==> src/rtl/sub_serial_pkg.sv <==
// Shared definitions for the bit-serial subtractor: FSM state encodings and the default width.
package sub_serial_pkg;

    localparam int DEFAULT_WIDTH = 4;

    localparam logic [1:0] S_IDLE = 2'd0;
    localparam logic [1:0] S_RUN  = 2'd1;
    localparam logic [1:0] S_DONE = 2'd2;

    // Signed overflow of a subtraction: operands of opposite sign and a result whose sign left the minuend's.
    function automatic logic subOverflow(input logic aSign, input logic bSign, input logic dSign);
        return (aSign != bSign) && (dSign != aSign);
    endfunction

endpackage

==> src/rtl/sub_serial_if.sv <==
// Start/done handshake and operand/result bundle between a controller (master) and the subtractor (slave).
interface sub_serial_if #(parameter int WIDTH = sub_serial_pkg::DEFAULT_WIDTH) ();

    logic             start;
    logic [WIDTH-1:0] a;
    logic [WIDTH-1:0] b;
    logic             b_in;
    logic [WIDTH-1:0] diff;
    logic             b_out;
    logic             ovf;
    logic             busy;
    logic             done;

    modport master (
        output start, a, b, b_in,
        input  diff, b_out, ovf, busy, done
    );

    modport slave (
        input  start, a, b, b_in,
        output diff, b_out, ovf, busy, done
    );

endinterface

==> src/rtl/sub_serial_fs_vr.sv <==
// Combinational one-bit full subtractor: diff = a - b - b_in with borrow out.
module fs_vr (
    output logic diff,
    output logic b_out,
    input  logic a,
    input  logic b,
    input  logic b_in
);

    assign diff  = a ^ b ^ b_in;
    assign b_out = (~a & b) | (~(a ^ b) & b_in);

endmodule

==> src/rtl/sub_serial.sv <==
// Bit-serial subtractor: one full-subtractor cell walks the operands LSB first, one bit per clock,
// with a start/done handshake and results held stable between operations.
module sub_serial
    import sub_serial_pkg::*;
#(
    parameter int WIDTH = DEFAULT_WIDTH
) (
    input  logic         clk,
    input  logic         reset_n,
    sub_serial_if.slave  bus
);

    localparam int CW = (WIDTH > 1) ? $clog2(WIDTH) : 1;

    logic [1:0]       r_state;
    logic [CW-1:0]    r_cnt;
    logic [WIDTH-1:0] r_aSh;
    logic [WIDTH-1:0] r_bSh;
    logic [WIDTH-2:0] r_diffSh;
    logic             r_borrow;
    logic             r_aSign;
    logic             r_bSign;
    logic [WIDTH-1:0] r_diff;
    logic             r_bOut;
    logic             r_ovf;

    logic             w_d;
    logic             w_br;
    logic             w_last;
    logic [WIDTH-1:0] w_diffNext;

    fs_vr u_fs (
        .diff  (w_d),
        .b_out (w_br),
        .a     (r_aSh[0]),
        .b     (r_bSh[0]),
        .b_in  (r_borrow)
    );

    assign w_last     = (r_cnt == CW'(WIDTH - 1));
    assign w_diffNext = {w_d, r_diffSh};

    // Partial result enters from the MSB side, so after WIDTH bits it lines up without a final shift.
    always_ff @(posedge clk) begin
        if (!reset_n) begin
            r_state  <= S_IDLE;
            r_cnt    <= '0;
            r_aSh    <= '0;
            r_bSh    <= '0;
            r_diffSh <= '0;
            r_borrow <= 1'b0;
            r_aSign  <= 1'b0;
            r_bSign  <= 1'b0;
            r_diff   <= '0;
            r_bOut   <= 1'b0;
            r_ovf    <= 1'b0;
        end else begin
            case (r_state)
                S_RUN: begin
                    r_aSh    <= r_aSh >> 1;
                    r_bSh    <= r_bSh >> 1;
                    r_diffSh <= w_diffNext[WIDTH-1:1];
                    r_borrow <= w_br;
                    if (w_last) begin
                        r_state <= S_DONE;
                        r_diff  <= w_diffNext;
                        r_bOut  <= w_br;
                        r_ovf   <= subOverflow(r_aSign, r_bSign, w_d);
                    end else begin
                        r_cnt <= r_cnt + 1'b1;
                    end
                end
                default: begin
                    // IDLE and DONE both accept a new request, giving back-to-back operation from DONE.
                    if (bus.start) begin
                        r_state  <= S_RUN;
                        r_cnt    <= '0;
                        r_aSh    <= bus.a;
                        r_bSh    <= bus.b;
                        r_diffSh <= '0;
                        r_borrow <= bus.b_in;
                        r_aSign  <= bus.a[WIDTH-1];
                        r_bSign  <= bus.b[WIDTH-1];
                    end else begin
                        r_state <= S_IDLE;
                    end
                end
            endcase
        end
    end

    assign bus.diff  = r_diff;
    assign bus.b_out = r_bOut;
    assign bus.ovf   = r_ovf;
    assign bus.busy  = (r_state == S_RUN);
    assign bus.done  = (r_state == S_DONE);

endmodule
==> src/flat_wrapper.sv <==
// flat-port wrapper written by rule: the top's interface ports become plain ports
module sub_serial_flat import sub_serial_pkg::*;
#(
    parameter int WIDTH = DEFAULT_WIDTH
)
  (clk, reset_n, bus_start, bus_a, bus_b, bus_b_in, bus_diff, bus_b_out, bus_ovf, bus_busy, bus_done);
  sub_serial_if #(.WIDTH(WIDTH)) bus_i ();
  input  logic clk;
  input  logic reset_n;
  input wire logic [$bits(bus_i.start)-1:0] bus_start;
  input wire logic [$bits(bus_i.a)-1:0] bus_a;
  input wire logic [$bits(bus_i.b)-1:0] bus_b;
  input wire logic [$bits(bus_i.b_in)-1:0] bus_b_in;
  output wire logic [$bits(bus_i.diff)-1:0] bus_diff;
  output wire logic [$bits(bus_i.b_out)-1:0] bus_b_out;
  output wire logic [$bits(bus_i.ovf)-1:0] bus_ovf;
  output wire logic [$bits(bus_i.busy)-1:0] bus_busy;
  output wire logic [$bits(bus_i.done)-1:0] bus_done;
  assign bus_i.start = bus_start;
  assign bus_i.a = bus_a;
  assign bus_i.b = bus_b;
  assign bus_i.b_in = bus_b_in;
  assign bus_diff = bus_i.diff;
  assign bus_b_out = bus_i.b_out;
  assign bus_ovf = bus_i.ovf;
  assign bus_busy = bus_i.busy;
  assign bus_done = bus_i.done;
  sub_serial #(.WIDTH(WIDTH)) u_core (.clk(clk), .reset_n(reset_n), .bus(bus_i));
endmodule
==> config.mk <==
export PLATFORM = sky130hd
export DESIGN_NAME = sub_serial_flat
export DESIGN_NICKNAME = d
export VERILOG_FILES = /design/src/rtl/sub_serial_pkg.sv /design/src/rtl/sub_serial_if.sv /design/src/rtl/sub_serial_fs_vr.sv /design/src/rtl/sub_serial.sv /design/src/flat_wrapper.sv
export SDC_FILE = /design/constraint.sdc
export NUM_CORES = 1
export LEC_CHECK = 0
export BUFFER_PORTS_ARGS = -buffer_cell sky130_fd_sc_hd__buf_4
export CAP_MARGIN = 15
export CORE_MARGIN = 3
export CORE_UTILIZATION = 50
export CTS_BUF_LIST = sky130_fd_sc_hd__clkbuf_4
export CTS_CLUSTER_SIZE = 28
export DETAILED_ROUTE_END_ITERATION = 16
export PLACE_DENSITY = 0.72
export SLEW_MARGIN = 20
export SYNTH_ARGS = -nofsm -noshare
export SYNTH_HDL_FRONTEND = slang
export SYNTH_HIERARCHICAL = 1
export SYNTH_SLANG_ARGS = --single-unit
==> constraint.sdc <==
create_clock -name clk -period 2.6 [get_ports clk]
set_input_delay 0.52 -clock clk [delete_from_list [all_inputs] [get_ports clk]]
set_output_delay 0.52 -clock clk [all_outputs]
set_load 0.05 [all_outputs]
[Yosys cells after proc, flatten, opt, wreduce, memory -nomap -nowiden]
Cells that the tools add are included.
Operators by class
  reduce and logical (&&, ||, !) cells: 6
  equal/unequal tests: 7
  muxes and demuxes: 14
  bitwise gates (word level): 9
  add/subtract/negate cells: 1
Operators by type and width (number)
  3-bit 2-to-1 mux: 6
  2-bit 2-to-1 mux: 5
  2-bit AND reduction: 3
  2-bit == test, second input constant: 2
  1-bit NOT: 4
  1-bit 2-to-1 mux: 3
  2-bit by 1-bit adder with 2-bit output, second input constant: 1
  1-bit bitwise AND: 2
  2-bit by 1-bit == test with 1-bit output, second input constant: 1
  1-bit inequality test: 2
  2-bit by 1-bit inequality test with 1-bit output, second input constant: 1
  2-bit inequality test, second input constant: 1
  2-bit nonzero test: 1
  2-bit OR reduction: 1
  1-bit XOR: 2
  1-bit logical AND: 1
  1-bit bitwise OR: 1
Word-level totals
  flip-flop bits (word level): 24
  logic and storage cells: 50
  input port bits: 12
  output and inout bits: 8

[Longest topological paths before layout]
Gate-level depths: netlist (run 1).
  depth after elaboration: 5
  mapped depth: 5
  depth with buffers taken out: 5

[Cells and area by module]
The synthesis (run 1) kept the hierarchy.
Modules (own cells, without submodules)
  sub_serial: times used 1, cells each 109, area each 988.4 um^2, seq. area each 480.5 um^2
  fs_vr: times used 1, cells each 4, area each 31.3 um^2, seq. area each 0.0 um^2

[Worst setup path after synthesis (run 1)]
No wires, ideal clock.
  path type: register to output
  start point: register u_core.r_state[1]
  end point: output bus_done
  stages on the path, launching flop included: 2
  path buffers: 0
  data required time: 2.080 ns
  data arrival time: 1.046 ns
  path slack: 1.034 ns
  cell sequence: dfxtp_1 > nor2b_1
On the way
  longest elaborated chain between the ends: 1
Ends and longest elaborated chain
  from (decl): line sub_serial.sv:15  | logic [1:0] r_state;
  from (signal assigned): line sub_serial.sv:46  | r_state <= S_IDLE;
  from (signal assigned): line sub_serial.sv:65  | r_state <= S_DONE;
  from (signal assigned): line sub_serial.sv:76  | r_state <= S_RUN;
  2-bit == test: line sub_serial.sv:96  | assign bus.done = (r_state == S_DONE);
  to (decl): line flat_wrapper.sv:18  | output wire logic [$bits(bus_i.done)-1:0] bus_done;
No other way between the ends.

[Worst setup path in the final report (run 1)]
  start point: register u_core.r_state[1]
  end point: output bus_busy
On the way
  longest elaborated chain between the ends: 1
Ends and longest elaborated chain
  2-bit by 1-bit == test with 1-bit output: line sub_serial.sv:95  | assign bus.busy = (r_state == S_RUN);
  to (decl): line flat_wrapper.sv:17  | output wire logic [$bits(bus_i.busy)-1:0] bus_busy;
No other way between the ends.

==> results.sh, run 1 <==
export IMPL_path_depth_of_the_worst_reg2reg_path=5
export IMPL_worst_slew_margin_rel_pct=55.7
export IMPL_drive_gt1_share_pct=19.4
export IMPL_diodes=0
export IMPL_largest_driver_fanout_on_the_critical_path=23
export IMPL_final_critical_period_ns=2.10
export IMPL_share_seq_of_total_power_pct=61.3
export IMPL_syn2layout_area_growth_pct=15.0
export IMPL_crit_end="bus_busy"
export IMPL_clockBufferDepth=2
export IMPL_cts_hold_buf=0
export IMPL_most_common_layout_cells="dfxtp_1 (24), buf_4 (19), nor2_1 (13), nand3_1 (12), a21oi_1 (12)"
export IMPL_clk_root_buffer_cell="clkbuf_4"
export IMPL_average_instance_area_after_synthesis_um2=9.02
export IMPL_initial_utilization_pct=56.0
export IMPL_largest_net_degree_at_the_start_of_global_routing=24
export IMPL_port_buffer_count=19
export IMPL_rsz0062_at_grt="false"
export IMPL_critical_path_reg2reg_endpoint="u_core/bus.ovf"
export IMPL_floorplan_die_area_um2=2620
export IMPL_worst_ep_arrival_time_ns=1.58
export IMPL_power_share_clock_pct=24.7
export IMPL_final_hold_violation_count=0
export IMPL_hold_ws_ns=0.463
export IMPL_swShare_pct=26.0
export IMPL_finish_net_count=144
export IMPL_fmax_ghz=0.476
export IMPL_detailedPlacementHpwl_mm=1.34
export IMPL_worst_case_clock_skew_ns=0.0107
export IMPL_design_core_area_um2=1820
export IMPL_total_chip_power_mw=0.647
export IMPL_detailed_place_area_um2=1150
export IMPL_syn_cell_area_um2=1020
export IMPL_synth_warning_count=6
export IMPL_first_pass_grt_wire_length_mm=3.42
export IMPL_internal_power_mw=0.479
export IMPL_commonest_non_fill_non_tap_cell_in_the_layout="dfxtp_1"
export IMPL_maxCapViolCount=0
export IMPL_cp_startpoint="u_core/r_state[1]"
export IMPL_clock_tree_from_tritoncts="done"
export IMPL_yosys_register_bits=24
export IMPL_timing_final_setup_violations=0
export IMPL_static_leakage_power_nw=0.497
export IMPL_setup_reg_to_reg_worst_slack_ns=1.14
export IMPL_hold_path_class="flip-flop to flip-flop"
export IMPL_synth_cells=113
export IMPL_final_setup_tns_ns=0
export IMPL_comb_power_share_pct=14.0
export IMPL_die_width_um=51.2
export IMPL_rows=15
export IMPL_synthesis_nets=127
export IMPL_tritoncts_num_buffers=3
export IMPL_gr_total_overflow=0
export IMPL_drt_pass1_iter_count=4
export IMPL_critical_path_sink_type="primary output"
export IMPL_seq_area_frac_synth_pct=47.1
export IMPL_vdd_ir_drop_worst_mv=0.533
export IMPL_setup_worst_path_start_class="flip-flop"
export IMPL_reg2reg_from="u_core/r_bSh[0]"
export IMPL_antenna_violations_before_repair=0
export IMPL_outcome="finished clean"
export IMPL_fin_cells=154
export IMPL_number_of_global_route_vias_before_repair=787
export IMPL_dr_total_vias=817
export IMPL_hold_depth=2
export IMPL_required_ns=2.08
export IMPL_track_usage_pct=17.0
export IMPL_drt_antenna_violating_nets=0
export IMPL_design_portCount=20
export IMPL_drt_wl_cell_um=12.5
export IMPL_worst_setup_path_class="flip-flop to primary output"
export IMPL_clk_insertion_delay_late_ns=0.30
export IMPL_clk_transition_reported_paths_ns=0.13
export IMPL_die_height_um=51.2
export IMPL_tightest_slew_ns=0.664
export IMPL_power_switching_mw=0.168
export IMPL_clock_tree_htree_level_count=1
export IMPL_timing_final_crit_share_pct=80.8
export IMPL_cts_sinks=24
export IMPL_first_iter_violations=9
export IMPL_async_flop_share_pct=0
export IMPL_postRouteWirelength_mm=1.92
export IMPL_detail_route_drc_violations=0
export IMPL_timing_final_max_slew_violations=0
export IMPL_avgViaCountPerCell=5.31
export IMPL_number_of_flops_mapped_to_enable_cells_by_yosys=0
export IMPL_cts_repair_resize_count=0
export IMPL_synth_flop_cell="dfxtp_1"
export IMPL_gpl_final_weighted_congestion=0.694
export IMPL_cellPowerDensity_nw_per_um2=552
export IMPL_synth_cell_types=22
export IMPL_final_cell_area_um2=1170
export IMPL_dpl_cell_count=150
export IMPL_cts_setup_buffers=0
-- critical path, cell delays in order, from the launching register on --
cell	delay (ns)
dfxtp_1	0.35
nand2b_2	0.38
inv_2	0.30
buf_4	0.25
-- routing by layer --
metal / up-vias / track usage [%] / share of wire (%)
met4: 0 / 4.04 / 0.88
met1: 374 / 22.4 / 48
met3: 2 / 3.50 / 4.2
met2: 17 / 28.1 / 47
li1: 424 / - / -
met5: - / 0 / 0
-- stage by stage --
stage / util [%] / setup slack, ns
global route: 64.4 / 0.373
global placement: 63.0 / 0.881
CTS: 64.4 / 0.498
detailed placement: 63.0 / 0.862
floorplan: - / 1.03
finish: 64.4 / 0.500
-- area by class of cell --
class,instances,area (µm²)
multi-input cells,76,469
repair buffers,19,143
well taps,25,31.3
fillers,167,648
clock buffers,3,22.5
flip-flops and latches,24,480
clock inverters,1,3.75
inverters,6,22.5
-- registers in the layout, indices dropped and copies added, names as in the netlist --
name and cells:
u_core/r_aSh 4, u_core/r_diffSh 3, u_core/r_bSign 1, u_core/r_state 2, u_core/bus.ovf 1, u_core/r_bSh 4
u_core/r_borrow 1, u_core/r_aSign 1, u_core/r_cnt 2, u_core/bus.b_out 1, u_core/bus.diff 4
-- cells by family after synthesis --
kind of cell             synth area share, %
buffers and inverters                   6.87
multiplexers                            9.82
AND/OR/NAND/NOR                         18.5
flip-flops                              47.1
AO/OA/AOI/OAI                           14.5
adder cells (fa/ha/maj)                 3.19
-- power by group through the flow --
stage / clock, mW / sequential (mW) / combinational, mW
final: 0.160 / 0.397 / 0.0909
after global routing: 0.180 / 0.400 / 0.103
after CTS: 0.168 / 0.397 / 0.0903
after detailed placement: 0 / 0.405 / 0.0899
after global placement: 0 / 0.404 / 0.0877
after floorplan: 0 / 0.402 / 0.0678
-- synthesized netlist by cell type, types with 2 or more instances --
library cell,number,share of area (%)
buf_6,2,2.2
a21oi_1,12,5.9
buf_2,2,0.98
nand3_1,12,5.9
nor2_1,13,4.8
nand3b_1,2,1.5
dfxtp_1,24,47
o21ai_0,3,1.5
nand2_1,8,2.9
inv_1,5,1.8
mux2i_1,10,9.8
a31oi_1,2,1.2
a211oi_1,8,5.9
clkbuf_1,2,0.74
-- worst min path at each step --
stage          slack [ns]            endpoint                from
2_1_floorplan        0.44  u_core/bus.diff[0]  u_core/r_diffSh[0]
3_3_place_gp         0.44  u_core/bus.diff[0]  u_core/bus.diff[0]
3_5_place_dp         0.45  u_core/bus.diff[0]  u_core/bus.diff[0]
4_1_cts              0.46     u_core/r_bSh[3]            bus_b[3]
5_1_grt              0.47     u_core/r_aSh[3]            bus_a[3]
6_report             0.46  u_core/bus.diff[0]  u_core/bus.diff[0]
(Power assumes the default switching activity.)
==> inputs of run 2 (changes only) <==
--- a/config.mk
+++ b/config.mk
@@ -5,6 +5,7 @@
 export SDC_FILE = /design/constraint.sdc
 export NUM_CORES = 1
 export LEC_CHECK = 0
+export ABC_AREA = 1
 export BUFFER_PORTS_ARGS = -buffer_cell sky130_fd_sc_hd__buf_4
 export CAP_MARGIN = 15
 export CORE_MARGIN = 3
==> constraint.sdc (replaced) <==
create_clock -name clk -period 2.1 [get_ports clk]
set_input_delay 0.42 -clock clk [delete_from_list [all_inputs] [get_ports clk]]
set_output_delay 0.42 -clock clk [all_outputs]
set_load 0.05 [all_outputs]
==> run 2 against run 1 <==
Die area grew 1.9%. Combinational power grew 22%. Worst hold slack lost 0.10 ns. Critical endpoint unchanged. First-iteration DRC count grew to 2.8 times the previous value. Synthesized cell count grew 30%.
==> results.sh, run 2 <==
export IMPL_outcome="finished clean"
export IMPL_initial_utilization_pct=56.7
export IMPL_syn_cell_area_um2=1040
export IMPL_worst_case_clock_skew_ns=0.00463
export IMPL_setup_worst_path_start_class="flip-flop"
export IMPL_dp_slack_ns=0.713
export IMPL_worst_ep_arrival_time_ns=1.20
export IMPL_share_seq_of_total_power_pct=52.2
export IMPL_first_iter_violations=25
export IMPL_average_instance_area_after_synthesis_um2=7.09
export IMPL_cts_sinks=24
export IMPL_clk_root_buffer_cell="clkbuf_4"
export IMPL_static_leakage_power_nw=0.615
export IMPL_finish_net_count=181
export IMPL_dr_total_vias=951
export IMPL_gr_total_overflow=0
export IMPL_clk_insertion_delay_late_ns=0.32
export IMPL_synth_largest_area_cell="dfxtp_1"
export IMPL_diodes=0
export IMPL_comb_power_share_pct=11.9
export IMPL_gpl_final_weighted_congestion=0.788
export IMPL_largest_net_degree_at_the_start_of_global_routing=17
export IMPL_clock_tree_htree_level_count=1
export IMPL_async_flop_share_pct=0
export IMPL_vdd_ir_drop_worst_mv=0.552
export IMPL_tightest_slew_ns=0.389
export IMPL_timing_final_setup_violations=0
export IMPL_final_setup_tns_ns=0
export IMPL_synth_largest_type_area_fraction_pct=46.1
export IMPL_worst_slew_margin_rel_pct=74.0
export IMPL_cts_repair_resize_count=0
export IMPL_final_critical_period_ns=1.62
export IMPL_postRouteWirelength_mm=2.15
export IMPL_most_common_layout_cells="nand2_1 (41), nand3_1 (24), dfxtp_1 (24), inv_1 (21), buf_4 (20)"
export IMPL_synth_warning_count=6
export IMPL_synth_flop_cell="dfxtp_1"
export IMPL_internal_power_mw=0.712
export IMPL_required_ns=1.68
export IMPL_layout_setup_ws_ns=0.483
export IMPL_fmax_ghz=0.618
export IMPL_drt_antenna_violating_nets=0
export IMPL_detailed_place_area_um2=1200
export IMPL_number_of_global_route_vias_before_repair=860
export IMPL_rows=15
export IMPL_timing_final_max_slew_violations=0
export IMPL_drive_gt1_share_pct=16.9
export IMPL_die_width_um=51.7
export IMPL_cp_num_buf_inv=2
export IMPL_first_pass_grt_wire_length_mm=3.67
export IMPL_commonest_non_fill_non_tap_cell_in_the_layout="nand2_1"
export IMPL_tritoncts_num_buffers=3
export IMPL_cts_setup_buffers=0
export IMPL_maxCapViolCount=0
export IMPL_track_usage_pct=18.5
export IMPL_design_core_area_um2=1840
export IMPL_synth_cell_types=19
export IMPL_setup_reg_to_reg_worst_slack_ns=0.71
export IMPL_number_of_flops_mapped_to_enable_cells_by_yosys=0
export IMPL_synth_most_common_cell="nand2_1"
export IMPL_clockBufferDepth=2
export IMPL_drt_pass1_iter_count=4
export IMPL_final_cell_area_um2=1250
export IMPL_synth_area_top_cells="dfxtp_1 (46%), nand2_1 (15%), nand3_1 (12%), inv_1 (7.6%), a21oi_1 (4.8%)"
export IMPL_cts_hold_buf=0
export IMPL_antenna_violations_before_repair=0
export IMPL_power_switching_mw=0.224
export IMPL_cellPowerDensity_nw_per_um2=748
export IMPL_slowest_library_cell_on_the_worst_path="dfxtp_1"
export IMPL_floorplan_die_area_um2=2670
export IMPL_hold_path_class="input pin to flip-flop"
export IMPL_timing_final_crit_share_pct=77.0
export IMPL_port_buffer_count=19
export IMPL_drt_wl_cell_um=11.3
export IMPL_detail_route_drc_violations=0
export IMPL_avgViaCountPerCell=4.98
export IMPL_design_portCount=20
export IMPL_power_share_clock_pct=35.9
export IMPL_yosys_register_bits=24
export IMPL_synth_cells=147
export IMPL_die_height_um=51.7
export IMPL_syn2layout_area_growth_pct=20.0
export IMPL_swShare_pct=24.0
export IMPL_critical_path_cell_chain="inv_2 -> nor2_2 -> buf_4"
export IMPL_cp_slowest_stage_delay_ns=0.47
export IMPL_detailedPlacementHpwl_mm=1.60
export IMPL_critical_path_sink_type="primary output"
export IMPL_rsz0062_at_grt="false"
export IMPL_largest_driver_fanout_on_the_critical_path=5
export IMPL_seq_area_frac_synth_pct=46.1
export IMPL_synth_common_cells="nand2_1 (41), dfxtp_1 (24), nand3_1 (24), inv_1 (21), a21oi_1 (10)"
export IMPL_final_hold_violation_count=0
export IMPL_clk_transition_reported_paths_ns=0.14
export IMPL_synthesis_nets=161
export IMPL_crit_family="flip-flops"
export IMPL_worst_setup_path_class="flip-flop to primary output"
export IMPL_clock_tree_from_tritoncts="done"
run 2: cell count changes in the layout (fill, tap and decap cells not counted), moves of 2 or more:
cell and change:
a211oi_1 -6, a21oi_1 -2, a31oi_1 -2, inv_1 +16, mux2i_1 -10, nand2_1 +33, nand3_1 +12, nor2_1 -4
run 2: power groups by stage:
stage / combinational [mW] / sequential, mW / clock (mW)
4_1_cts: 0.112 / 0.488 / 0.345
5_1_grt: 0.127 / 0.491 / 0.360
3_3_place_gp: 0.108 / 0.498 / 0
2_1_floorplan: 0.0767 / 0.495 / 0
6_report: 0.111 / 0.488 / 0.336
3_5_place_dp: 0.111 / 0.498 / 0
run 2: worst paths after layout:
check	from	to	cells after the start
setup / recovery	u_core/r_state[0]	bus_busy	3
hold / removal	bus_b[3]	u_core/r_bSh[3]	3
setup reg to reg	u_core/r_bSh[0]	u_core/bus.ovf	7
hold reg to reg	u_core/bus.diff[0]	u_core/bus.diff[0]	2
run 2: routing by layer:
layer  GRT usage, %  vias to the layer above  part of all wire (%)
li1               -                      499                     -
met4           8.30                        0                  0.37
met3           3.44                        2                   3.2
met2           28.2                       12                    46
met1           25.3                      438                    50
met5              0                        -                     0
run 2: cell families after synthesis:
group,Yosys count,synth area share (%)
AOI/OAI and AO/OA,15,7.68
and+or+nand+nor,78,32.4
adders and majority gates,2,3.12
DFF,24,46.1
buffers and inverters,28,10.7
run 2: cell type report:
type / count / area [µm²]
clock buffer: 3 / 22.5
inverter: 23 / 86.3
tap: 25 / 31.3
clock inverter: 1 / 30.0
sequential: 24 / 480
fill: 188 / 588
multi-input combinational: 95 / 450
timing repair buffer: 20 / 150
run 2: worst reg2reg max path: stages, from the launching register on:
cell     delay, ns
dfxtp_1       0.36
inv_1         0.06
fa_1          0.59
nor2_1        0.08
nand2_1       0.06
nand3_1       0.07
nand2_1       0.07
inv_1         0.03
run 2: through the flow:
step                      power (mW)  hold WS (ns)  instances  utilization [%]
after detailed placement       0.609         0.460        187             65.2
after global routing           0.979         0.363        191             68.0
after floorplan                0.572         0.439        147                -
after CTS                      0.945         0.349        191             68.0
after global placement         0.606         0.456        187             65.2
final                          0.936         0.363        191             68.0
